$ cat config.mk
export PLATFORM = sky130hd
export DESIGN_NAME = hist_dump_receiver
export DESIGN_NICKNAME = d
export VERILOG_FILES = /design/src/rtl/hist_dump_receiver.sv
export SDC_FILE = /design/constraint.sdc
export NUM_CORES = 1
export LEC_CHECK = 0
export CAP_MARGIN = 5
export CELL_PAD_IN_SITES_DETAIL_PLACEMENT = 1
export CELL_PAD_IN_SITES_GLOBAL_PLACEMENT = 1
export CORE_MARGIN = 1.5
export CORE_UTILIZATION = 45
export DETAILED_ROUTE_END_ITERATION = 6
export GPL_TIMING_DRIVEN = 0
export HOLD_SLACK_MARGIN = 0.02
export PLACE_DENSITY_LB_ADDON = 0.05
export SKIP_LAST_GASP = 1
export SYNTH_ARGS = -nofsm -noshare
export SYNTH_HDL_FRONTEND = slang
export SYNTH_SLANG_ARGS = --single-unit
$ cat constraint.sdc
create_clock -name clk -period 17.3 [get_ports clk]
set_clock_uncertainty 0.15 [all_clocks]
set_input_delay 2.595 -clock clk [delete_from_list [all_inputs] [get_ports clk]]
set_output_delay 2.595 -clock clk [all_outputs]
set_load 0.02 [all_outputs]
$ cat src/rtl/hist_dump_receiver.sv
// Histogram dump sink: stages each 32-beat frame, checks framing, commits good frames into
// saturating accumulators with a registered read port. Define HIST_PEAK_EN to build the peak tracker.
module hist_dump_receiver #(
    parameter int unsigned NBINS  = 32,
    parameter int unsigned ACC_W  = 8,
    parameter int unsigned FCNT_W = 8
) (
    input  logic              clk,
    input  logic              bin_reset,
    input  logic              s_valid,
    input  logic [7:0]        s_data,
    input  logic              s_last,
    input  logic              clr,
    input  logic              rd_en,
    input  logic [4:0]        rd_addr,
    output logic [ACC_W-1:0]  rd_data,
    output logic              rd_valid,
    output logic              frame_done,
    output logic              frame_err,
    output logic              acc_sat,
    output logic [FCNT_W-1:0] frame_cnt,
    output logic [4:0]        peak_bin,
    output logic [ACC_W-1:0]  peak_val
);

    localparam int unsigned IDX_W = $clog2(NBINS);
    localparam logic [IDX_W-1:0] LastIdx = IDX_W'(NBINS - 1);

    typedef enum logic [1:0] {StIdle, StRecv, StCommit, StDrop} state_e;

    state_e            state_q, state_d;
    logic [IDX_W-1:0]  idx_q, idx_d;
    logic [3:0]        stage_q [NBINS];
    logic [ACC_W-1:0]  acc_q   [NBINS];
    logic [ACC_W-1:0]  acc_d   [NBINS];
    logic [FCNT_W-1:0] cnt_q;
    logic              err_q, sat_q;
    logic [ACC_W-1:0]  rd_data_q;
    logic              rd_valid_q;
    logic              stage_we, err_set, commit, beat_bad, sat_any;

    // idx_q is held at 0 in StIdle/StCommit/StDrop, so a fresh frame always lands at bin 0.
    always_comb begin
        state_d  = state_q;
        idx_d    = idx_q;
        stage_we = 1'b0;
        err_set  = 1'b0;
        commit   = 1'b0;
        beat_bad = (s_data[7:4] != 4'h0) || (s_last != (idx_q == LastIdx));
        unique case (state_q)
            StIdle, StRecv, StCommit: begin
                if (state_q == StCommit) begin
                    commit  = 1'b1;
                    state_d = StIdle;
                end
                if (s_valid) begin
                    stage_we = 1'b1;
                    if (beat_bad) begin
                        err_set = 1'b1;
                        state_d = s_last ? StIdle : StDrop;
                        idx_d   = '0;
                    end else if (s_last) begin
                        state_d = StCommit;
                        idx_d   = '0;
                    end else begin
                        state_d = StRecv;
                        idx_d   = idx_q + 1'b1;
                    end
                end
            end
            StDrop: begin
                if (s_valid && s_last) begin
                    state_d = StIdle;
                end
            end
            default: state_d = StIdle;
        endcase
    end

    // clr wins over a commit in the same cycle.
    always_comb begin
        logic [ACC_W:0]   sum;
        logic [ACC_W-1:0] clipped;
        sat_any = 1'b0;
        for (int i = 0; i < NBINS; i++) begin
            sum     = {1'b0, acc_q[i]} + {{(ACC_W - 3){1'b0}}, stage_q[i]};
            clipped = sum[ACC_W] ? '1 : sum[ACC_W-1:0];
            sat_any = sat_any | sum[ACC_W];
            if (clr) begin
                acc_d[i] = '0;
            end else if (commit) begin
                acc_d[i] = clipped;
            end else begin
                acc_d[i] = acc_q[i];
            end
        end
    end

    always_ff @(posedge clk or posedge bin_reset) begin
        if (bin_reset) begin
            state_q    <= StIdle;
            idx_q      <= '0;
            cnt_q      <= '0;
            err_q      <= 1'b0;
            sat_q      <= 1'b0;
            rd_data_q  <= '0;
            rd_valid_q <= 1'b0;
            for (int i = 0; i < NBINS; i++) begin
                stage_q[i] <= '0;
                acc_q[i]   <= '0;
            end
        end else begin
            state_q    <= state_d;
            idx_q      <= idx_d;
            rd_valid_q <= rd_en;
            if (rd_en) begin
                rd_data_q <= acc_q[rd_addr];
            end
            if (stage_we) begin
                stage_q[idx_q] <= s_data[3:0];
            end
            for (int i = 0; i < NBINS; i++) begin
                acc_q[i] <= acc_d[i];
            end
            if (clr) begin
                cnt_q <= '0;
                sat_q <= 1'b0;
                err_q <= 1'b0;
            end else begin
                if (commit) begin
                    cnt_q <= cnt_q + 1'b1;
                    if (sat_any) begin
                        sat_q <= 1'b1;
                    end
                end
                if (err_set) begin
                    err_q <= 1'b1;
                end
            end
        end
    end

    assign rd_data    = rd_data_q;
    assign rd_valid   = rd_valid_q;
    assign frame_done = commit && !clr;
    assign frame_err  = err_q;
    assign acc_sat    = sat_q;
    assign frame_cnt  = cnt_q;

`ifdef HIST_PEAK_EN
    logic [4:0]       pk_bin_q, pk_bin_d;
    logic [ACC_W-1:0] pk_val_q, pk_val_d;

    // Strict compare keeps the lowest index on ties.
    always_comb begin
        pk_bin_d = '0;
        pk_val_d = acc_d[0];
        for (int i = 1; i < NBINS; i++) begin
            if (acc_d[i] > pk_val_d) begin
                pk_val_d = acc_d[i];
                pk_bin_d = 5'(i);
            end
        end
    end

    always_ff @(posedge clk or posedge bin_reset) begin
        if (bin_reset) begin
            pk_bin_q <= '0;
            pk_val_q <= '0;
        end else if (clr || commit) begin
            pk_bin_q <= pk_bin_d;
            pk_val_q <= pk_val_d;
        end
    end

    assign peak_bin = pk_bin_q;
    assign peak_val = pk_val_q;
`else
    assign peak_bin = '0;
    assign peak_val = '0;
`endif

endmodule
# ---- Word-level counts from Yosys, hierarchy flattened
# Index checks and enable logic that the tools add are counted.
dict set report op_classes {
  add_sub_neg 34
  n_lt_le_gt_ge 3
  n_eq_ne 7
  n_mux 125
  bitwise_logic 33
  n_reduce_logical 14
}
# op count
set op_table {}
lappend op_table {{two-way mux 8 bit} 100}
lappend op_table {{adder 8 x 4 -> 9 bit} 32}
lappend op_table {{bitwise mux 128 bit} 1}
lappend op_table {{binary-select mux 8 bit (select 5 bit)} 1}
lappend op_table {{OR 1 bit} 31}
lappend op_table {{demux 4 bit (select 5 bit)} 1}
lappend op_table {{greater-or-equal comparator 6 bit, second input constant} 2}
lappend op_table {{two-way mux 1 bit} 12}
lappend op_table {{two-way mux 2 bit} 6}
lappend op_table {{inverter 5 -> 6 bit} 2}
lappend op_table {{two-way mux 5 bit} 2}
lappend op_table {{adder 8 x 1 -> 8 bit, second input constant} 1}
lappend op_table {{less-than comparator 6 x 1 -> 1 bit, second input constant} 1}
lappend op_table {{AND reduction 2 bit} 3}
lappend op_table {{nonzero test 2 bit} 3}
lappend op_table {{adder 5 x 1 -> 5 bit, second input constant} 1}
lappend op_table {{== test 5 bit, second input constant} 1}
lappend op_table {{== test 2 bit, second input constant} 2}
lappend op_table {{two-way mux 4 bit} 1}
lappend op_table {{one-hot mux 2 bit (2 select lines)} 1}
lappend op_table {{nonzero test 4 bit} 1}
lappend op_table {{logical AND 1 bit} 3}
lappend op_table {{!= test 3 bit, second input constant} 1}
lappend op_table {{OR reduction 3 bit} 1}
lappend op_table {{6 further kinds} 6}
dict set report totals {
  reg_bits 410
  inputBits 19
  output_inout_bits 33
  word_cells 287
}

# ---- Logic depth before layout (Yosys ltp)
# Gate-level depths: netlist of the first run.
dict set report logic_depth {
  word_depth 35
  ltp_mapped 10
  ltp_nobuf 9
}

# ---- Worst setup path before layout of the first run
# No wires, ideal clock.
dict set report synth_timing {
  path_type {in2out}
  from {in clr}
  to {out frame_done}
  t_arrival_ps 3480
  t_required_ps 14555
  slack_ps 11075
  cell_stages 5
  n_path_buf 2
  cell_sequence {clkbuf_1 > inv_1 > nand2_1 > clkbuf_1 > inv_1}
}
dict set report synth_via {
  elab_chain_cells 2
}
# element line_no
set synth_lines {}
lappend synth_lines {{from (decl)} 13} ;# input logic clr,
lappend synth_lines {{zero test 1 bit} 145} ;# assign frame_done = commit && !clr;
lappend synth_lines {{logical AND 1 bit} 145}
lappend synth_lines {{to (decl)} 18} ;# output logic frame_done,
# No other way between the ends.

# ---- Worst setup path after layout of the first run
# Same ends and word-level chain as after synthesis.

==> impl_metrics.env, run 1 <==
export IMPL_status="finished clean"
export IMPL_synth_top_cell_area_share_pct=42.4
export IMPL_period_needed_ns=7.86
export IMPL_area_growth_pct=12.1
export IMPL_cts_tree="done"
export IMPL_drt_wl_total_mm=87.0
export IMPL_setup_viol=0
export IMPL_finalPower_mw=2.41
export IMPL_slew_headroom_pct=11.2
export IMPL_drive_gt1_share_pct=13.1
export IMPL_powerDensity_mw_per_mm2=88.8
export IMPL_rsz0062_at_grt="no"
export IMPL_drt_initial_drc_count=1467
export IMPL_start_util_pct=45.8
export IMPL_dr_pass1_iters=5
export IMPL_cpLargestDelayFamily="buffers and inverters"
export IMPL_tightest_slew_ns=1.33
export IMPL_vias=19885
export IMPL_synth_edff_count=0
export IMPL_syn_avg_cell_area_sq_um=10.6
export IMPL_ys_ff_latch=410
export IMPL_die_h_um=235
export IMPL_via_per_inst=6.39
export IMPL_ys_seq_area_share_pct=42.4
export IMPL_yosysWarnings=0
export IMPL_cts_max_path_buffers=3
export IMPL_antenna_found_initial=0
export IMPL_synth_simple_area_share_pct=13.6
export IMPL_worstHoldPathType="reg -> reg"
export IMPL_gr_usage_all_layers_pct=31.9
export IMPL_tns_ns=0
export IMPL_hpwl_mm=64.0
export IMPL_yosys_area_share_xor_xnor_pct=2.57
export IMPL_dp_cells=3026
export IMPL_cts_sinks=410
export IMPL_wl_per_cell_um=27.9
export IMPL_criticalPathCategory="in -> out"
export IMPL_grt_overflow=0
export IMPL_numCtsBuffers=49
export IMPL_cts_resized=0
export IMPL_core_area_sq_mm=0.0529
export IMPL_post_cts_setup_buffer_count=0
export IMPL_grt_max_degree=122
export IMPL_drv_slew=0
export IMPL_h_tree_depth=2
export IMPL_remaining_drc_errors=0
export IMPL_register_area_sq_mm=0.0103
export IMPL_required_ns=14.56
export IMPL_nNetsFinal=2574
export IMPL_cpMaxStageDelayCell="clkbuf_1"
export IMPL_power_leakage_nw=12.9
export IMPL_fp_dieW_um=235
export IMPL_synth_area_leader_cell="dfrtp_1"
export IMPL_multiInputGateArea_sq_mm=0.0132
export IMPL_io_pins=52
export IMPL_ys_top_cells_by_area="dfrtp_1 42%, mux4_2 7.4%, ha_1 6.9%, mux2_2 6.0%, a21oi_1 3.5%"
export IMPL_grt_pass1_wl_mm=132
export IMPL_grt_pass1_vias=20739
export IMPL_arrival_ns=5.12
export IMPL_synth_flop_cell="dfrtp_1"
export IMPL_cp_max_fo=10
export IMPL_drv_cap=0
export IMPL_finalHoldViolations=0
export IMPL_critPathMaxStageDelay_ns=0.84
export IMPL_synth_compound_area_share_pct=13.2
export IMPL_nFillCells=5734
export IMPL_max_freq_mhz=127
export IMPL_yosys_area_share_adder_pct=9.57
export IMPL_synth_top_family_by_area="multiplexers"
export IMPL_rows=84
export IMPL_fin_crit_sh_pct=45.4
export IMPL_n_antenna_cell=0
export IMPL_clk_insertion_delay_late_ns=0.61
export IMPL_ant_nets=0
export IMPL_ir_worst_vdd_v=0.0000662
export IMPL_synth_cell_type_count=58
export IMPL_clk_pin_slew_ns=0.06
export IMPL_gp_congestion=0.908
export IMPL_yosys_mux_area_fraction_pct=15.5
export IMPL_path_buf_inv=5
export IMPL_end_kind="primary output"
export IMPL_postCtsHoldBufs=0
export IMPL_cts_root_buffer="clkbuf_16"
export IMPL_synth_cells=2292
export IMPL_startpoint_type="primary input"
export IMPL_die_area_sq_mm=0.0552
export IMPL_fin_cells=3113
export IMPL_postSynth_asyncResetShare_pct=100
export IMPL_synthesis_area_sq_mm=0.0242
export IMPL_port_buffers=31
export IMPL_crit_chain="clkbuf_1 -> inv_1 -> nand2_1 -> clkbuf_1 -> inv_1 -> clkdlybuf4s50_1"
[final timing paths]
check                      slack, ns          end   startpoint  cells past startpoint
max in group asynchronous      13.15     acc_q[0]    bin_reset                      4
max reg2reg                    13.57      acc_sat   acc_q[104]                      8
min reg2reg                     0.36  stage_q[20]  stage_q[20]                      1
max                             9.44   frame_done          clr                      6
min                             0.36  stage_q[20]  stage_q[20]                      1
min in group asynchronous       2.37   acc_q[138]    bin_reset                      2
[final cells by class]
cell class	instances	share of cell area [%]
well taps	688	3.17
repair buffers	34	1.45
clock buffers	81	5.74
multi-input cells	1719	48.8
flip-flops and latches	410	37.8
inverters	48	0.692
clock inverters	6	0.217
plain buffers	127	2.14
[routing by layer]
metal  part of all wire (%)  vias up  wire length [um]  global-route usage, %
met2                     45      600             39100                   49.1
met3                    5.8      183              5070                   4.52
met1                     45    10456             39100                   45.1
met4                    4.3        0              3720                   13.8
met5                      0        -                 0                      0
li1                       -     8646                 -                      -
[through the flow]
stage	area, sq um	setup slack, ns	hold WS (ns)	utilization, %
6_report	27100	9.44	0.362	51.3
5_1_grt	27100	9.40	0.381	51.3
4_1_cts	27100	9.48	0.368	51.3
3_5_place_dp	25500	9.50	0.353	48.3
3_3_place_gp	25400	-3.02	0.345	48.1
2_1_floorplan	24300	3.15	0.310	-
[state kept, by name, summed over array words and instances (netlist names)]
| name | cells |
|---|---|
| idx_q | 5 |
| acc_q | 256 |
| state_q | 2 |
| rd_valid | 1 |
| frame_err | 1 |
| frame_cnt | 8 |
| acc_sat | 1 |
| rd_data | 8 |
| stage_q | 128 |
[worst reg2reg max path, cell delays in order, from the launching register on]
cell	delay, ns
dfrtp_1	0.41
ha_1	0.22
fa_1	0.42
nand3_1	0.11
a21oi_1	0.29
nor4_1	1.03
nand4_1	0.35
nor4_1	0.49
o2bb2ai_1	0.11
[cells by family after synthesis]
family	Yosys count
AOI/OAI and AO/OA	534
xor gates and xnor gates	71
muxes	260
and+or+nand+nor	675
adders and majority gates	166
DFF	410
buffers and inverters	175
other	1
[power breakdown]
group	total (mW)	switching, mW	internal [mW]
logic	0.309	0.207	0.103
registers	1.04	0.0410	0.997
clock network	1.06	0.439	0.624
total	2.41	0.687	1.72
[cell usage after synthesis, types with 48 or more instances]
| cell type | instances |
|---|---|
| o21ai_0 | 164 |
| inv_1 | 48 |
| mux4_2 | 80 |
| xor2_1 | 54 |
| mux2_2 | 128 |
| a21oi_1 | 167 |
| clkbuf_1 | 87 |
| nand2_1 | 104 |
| dfrtp_1 | 410 |
| nor2_1 | 199 |
| a31oi_1 | 60 |
| mux2i_1 | 52 |
| nand3_1 | 75 |
| nor3_1 | 106 |
| ha_1 | 134 |
[placed cells by master, fill, tap and decap left out, types with 14 or more instances in the layout]
master           instances
a211oi_1                15
a21o_1                  45
a21oi_1                167
a31oi_1                 60
and2_1                  25
and3_1                  31
buf_1                   15
buf_4                   14
clkbuf_1               100
clkbuf_16               51
clkbuf_8                17
clkdlybuf4s50_1         31
dfrtp_1                410
fa_1                    32
ha_1                   134
inv_1                   47
mux2_2                 128
mux2i_1                 52
mux4_2                  80
nand2_1                104
nand2b_1                22
nand3_1                 75
nand4_1                 33
nor2_1                 199
nor2b_1                 36
nor3_1                 106
o211ai_1                17
o21ai_0                164
xnor2_1                 17
xor2_1                  54
No activity file was read; power rests on OpenSTA's default activity.
==> inputs of run 2 (changes only) <==
clock period = 7.7 ns   (was 17.3 ns; I/O delays follow)
==> run 2 against run 1 <==
Compared with the run above: wire length up 1.1%; cell count up 0.35%; setup slack worse by 6.7 ns; power up 140%; critical path type unchanged.
==> impl_metrics.env, run 2 (synthesis results as in run 1) <==
export IMPL_die_area_sq_mm=0.0552
export IMPL_netSwitchingFraction_pct=27.5
export IMPL_crit_chain="clkbuf_1 -> inv_1 -> nand2_1 -> clkbuf_1 -> inv_1 -> clkdlybuf4s50_1"
export IMPL_hpwl_mm=65.2
export IMPL_critPathLaunch="clr"
export IMPL_dr_pass1_iters=5
export IMPL_power_switching_mw=1.56
export IMPL_ir_worst_vdd_v=0.000146
export IMPL_cts_tree="done"
export IMPL_cts_root_buffer="clkbuf_16"
export IMPL_status="finished clean"
export IMPL_core_area_sq_mm=0.0529
export IMPL_rsz0062_at_grt="no"
export IMPL_cpMaxStageDelayCell="clkbuf_1"
export IMPL_clk_insertion_delay_late_ns=0.60
export IMPL_fp_dieW_um=235
export IMPL_clkPwrFrac_pct=46.4
export IMPL_cts_sinks=410
export IMPL_drv_cap=0
export IMPL_worstHoldStart="stage_q[4]"
export IMPL_layout_common_cells="410 x dfrtp_1, 199 x nor2_1, 167 x a21oi_1"
export IMPL_nNetsFinal=2581
export IMPL_period_needed_ns=4.99
export IMPL_grt_overflow=0
export IMPL_startpoint_type="primary input"
export IMPL_worstHoldPathType="reg -> reg"
export IMPL_required_ns=6.39
export IMPL_die_h_um=235
export IMPL_dp_cells=3034
export IMPL_area_growth_pct=13.4
export IMPL_pwr_share_comb_pct=12.5
export IMPL_finalHoldViolations=0
export IMPL_regMostFlops="acc_q"
export IMPL_p_seq_share_pct=41.1
export IMPL_fin_crit_sh_pct=64.8
export IMPL_start_util_pct=45.8
export IMPL_drive_gt1_share_pct=13.8
export IMPL_grt_pass1_wl_mm=133
export IMPL_r2r_setup_slack_ns=3.99
export IMPL_postCtsHoldBufs=0
export IMPL_numCtsBuffers=48
export IMPL_drt_initial_drc_count=1551
export IMPL_post_cts_setup_buffer_count=0
export IMPL_power_leakage_nw=13.0
export IMPL_tns_ns=0
export IMPL_tightest_slew_ns=1.43
export IMPL_ant_nets=0
export IMPL_vias=20028
export IMPL_remaining_drc_errors=0
export IMPL_via_per_inst=6.41
export IMPL_grt_pass1_vias=20671
export IMPL_criticalPathCategory="in -> out"
export IMPL_largest_reg_flops=256
export IMPL_antenna_found_initial=2
export IMPL_reg2reg_from="stage_q[52]"
export IMPL_setup_viol=0
export IMPL_max_freq_mhz=201
export IMPL_clk_pin_slew_ns=0.06
export IMPL_wl_per_cell_um=28.2
export IMPL_path_buf_inv=5
export IMPL_cts_resized=0
export IMPL_grt_max_degree=41
export IMPL_h_tree_depth=2
export IMPL_fin_cells=3124
export IMPL_io_pins=52
export IMPL_critPathMaxStageDelay_ns=0.86
export IMPL_drt_wl_total_mm=88.0
export IMPL_internal_power_mw=4.11
export IMPL_arrival_ns=3.68
export IMPL_drv_slew=0
export IMPL_rows=84
export IMPL_final_util_pct=51.9
export IMPL_final_common_cell="dfrtp_1"
export IMPL_port_buffers=31
export IMPL_gp_congestion=0.901
export IMPL_slew_headroom_pct=4.74
export IMPL_cts_max_path_buffers=3
export IMPL_cpLargestDelayFamily="buffers and inverters"
export IMPL_cp_max_fo=10
export IMPL_gr_usage_all_layers_pct=32.2
export IMPL_end_kind="primary output"
export IMPL_powerDensity_mw_per_mm2=207
export IMPL_largest_registers="acc_q x256, stage_q x128"
-- run 2: cell count changes in the layout (fill, tap and decap cells not counted), sizes merged --
cell	change
clkinvlp	+3
clkinv	+3
buf	+8
inv	-2
diode	+3
bufinv	+9
clkbuf	-13
-- run 2: layer usage --
metal | track usage [%] | wire length [um]
met1 | 45.7 | 39100
met4 | 13.3 | 3670
met3 | 4.02 | 5140
met2 | 50.2 | 40100
met5 | 0 | 0
-- run 2: final cells by class --
cell class                      instances  area, sq um
Buffer                                127          581
Clock inverter                         19          350
Inverter                               48          184
Tap cell                              688          861
Clock buffer                           68         1450
Antenna cell                            3         7.51
Multi-Input combinational cell       1719        13200
Fill cell                            5755        25400
Timing Repair Buffer                   42          531
Sequential cell                       410        10300
-- run 2: power by group through the flow --
stage	Sequential, mW	Clock, mW	Combinational, mW
after floorplan	2.34	0	0.420
after global placement	2.36	0	0.663
after detailed placement	2.37	0	0.699
after CTS	2.33	2.66	0.704
after global routing	2.34	2.72	0.762
final	2.33	2.63	0.707
-- run 2: path summary, 6_finish.rpt --
path | to | cells past startpoint
max in group asynchronous | state_q[0] | 5
worst max-delay path | frame_done | 6
min in group asynchronous | acc_q[137] | 2
worst min register to register | stage_q[4] | 1
worst max register to register | acc_sat | 8
worst min-delay path | stage_q[4] | 1
-- run 2: stage by stage --
stage	area, sq um	setup slack [ns]	total power [mW]	hold slack, ns
finish	27500	2.71	5.67	0.362
detailed placement	25700	2.72	3.07	0.353
global route	27500	2.60	5.83	0.378
floorplan	24300	0.869	2.76	0.310
CTS	27500	2.71	5.70	0.367
global placement	25400	-2.42	3.03	0.341
==> inputs of run 3 (changes only) <==
clock period = 4.7 ns   (was 7.7 ns; I/O delays follow)
==> results of run 3 <==
Same layout as run 2 (identical final DEF). Status: finished clean.
Main changes from that run: setup slack after placement 2.72 ns -> 0.622 ns; setup slack after layout 2.71 ns -> 0.169 ns; start point of the critical path clr -> state_q[1]; register-to-register setup slack 3.99 ns -> 0.99 ns; end point of the worst hold path stage_q[4] -> state_q[0]; total power 5.67 mW -> 9.29 mW; worst IR drop on VDD 0.000146 V -> 0.000240 V
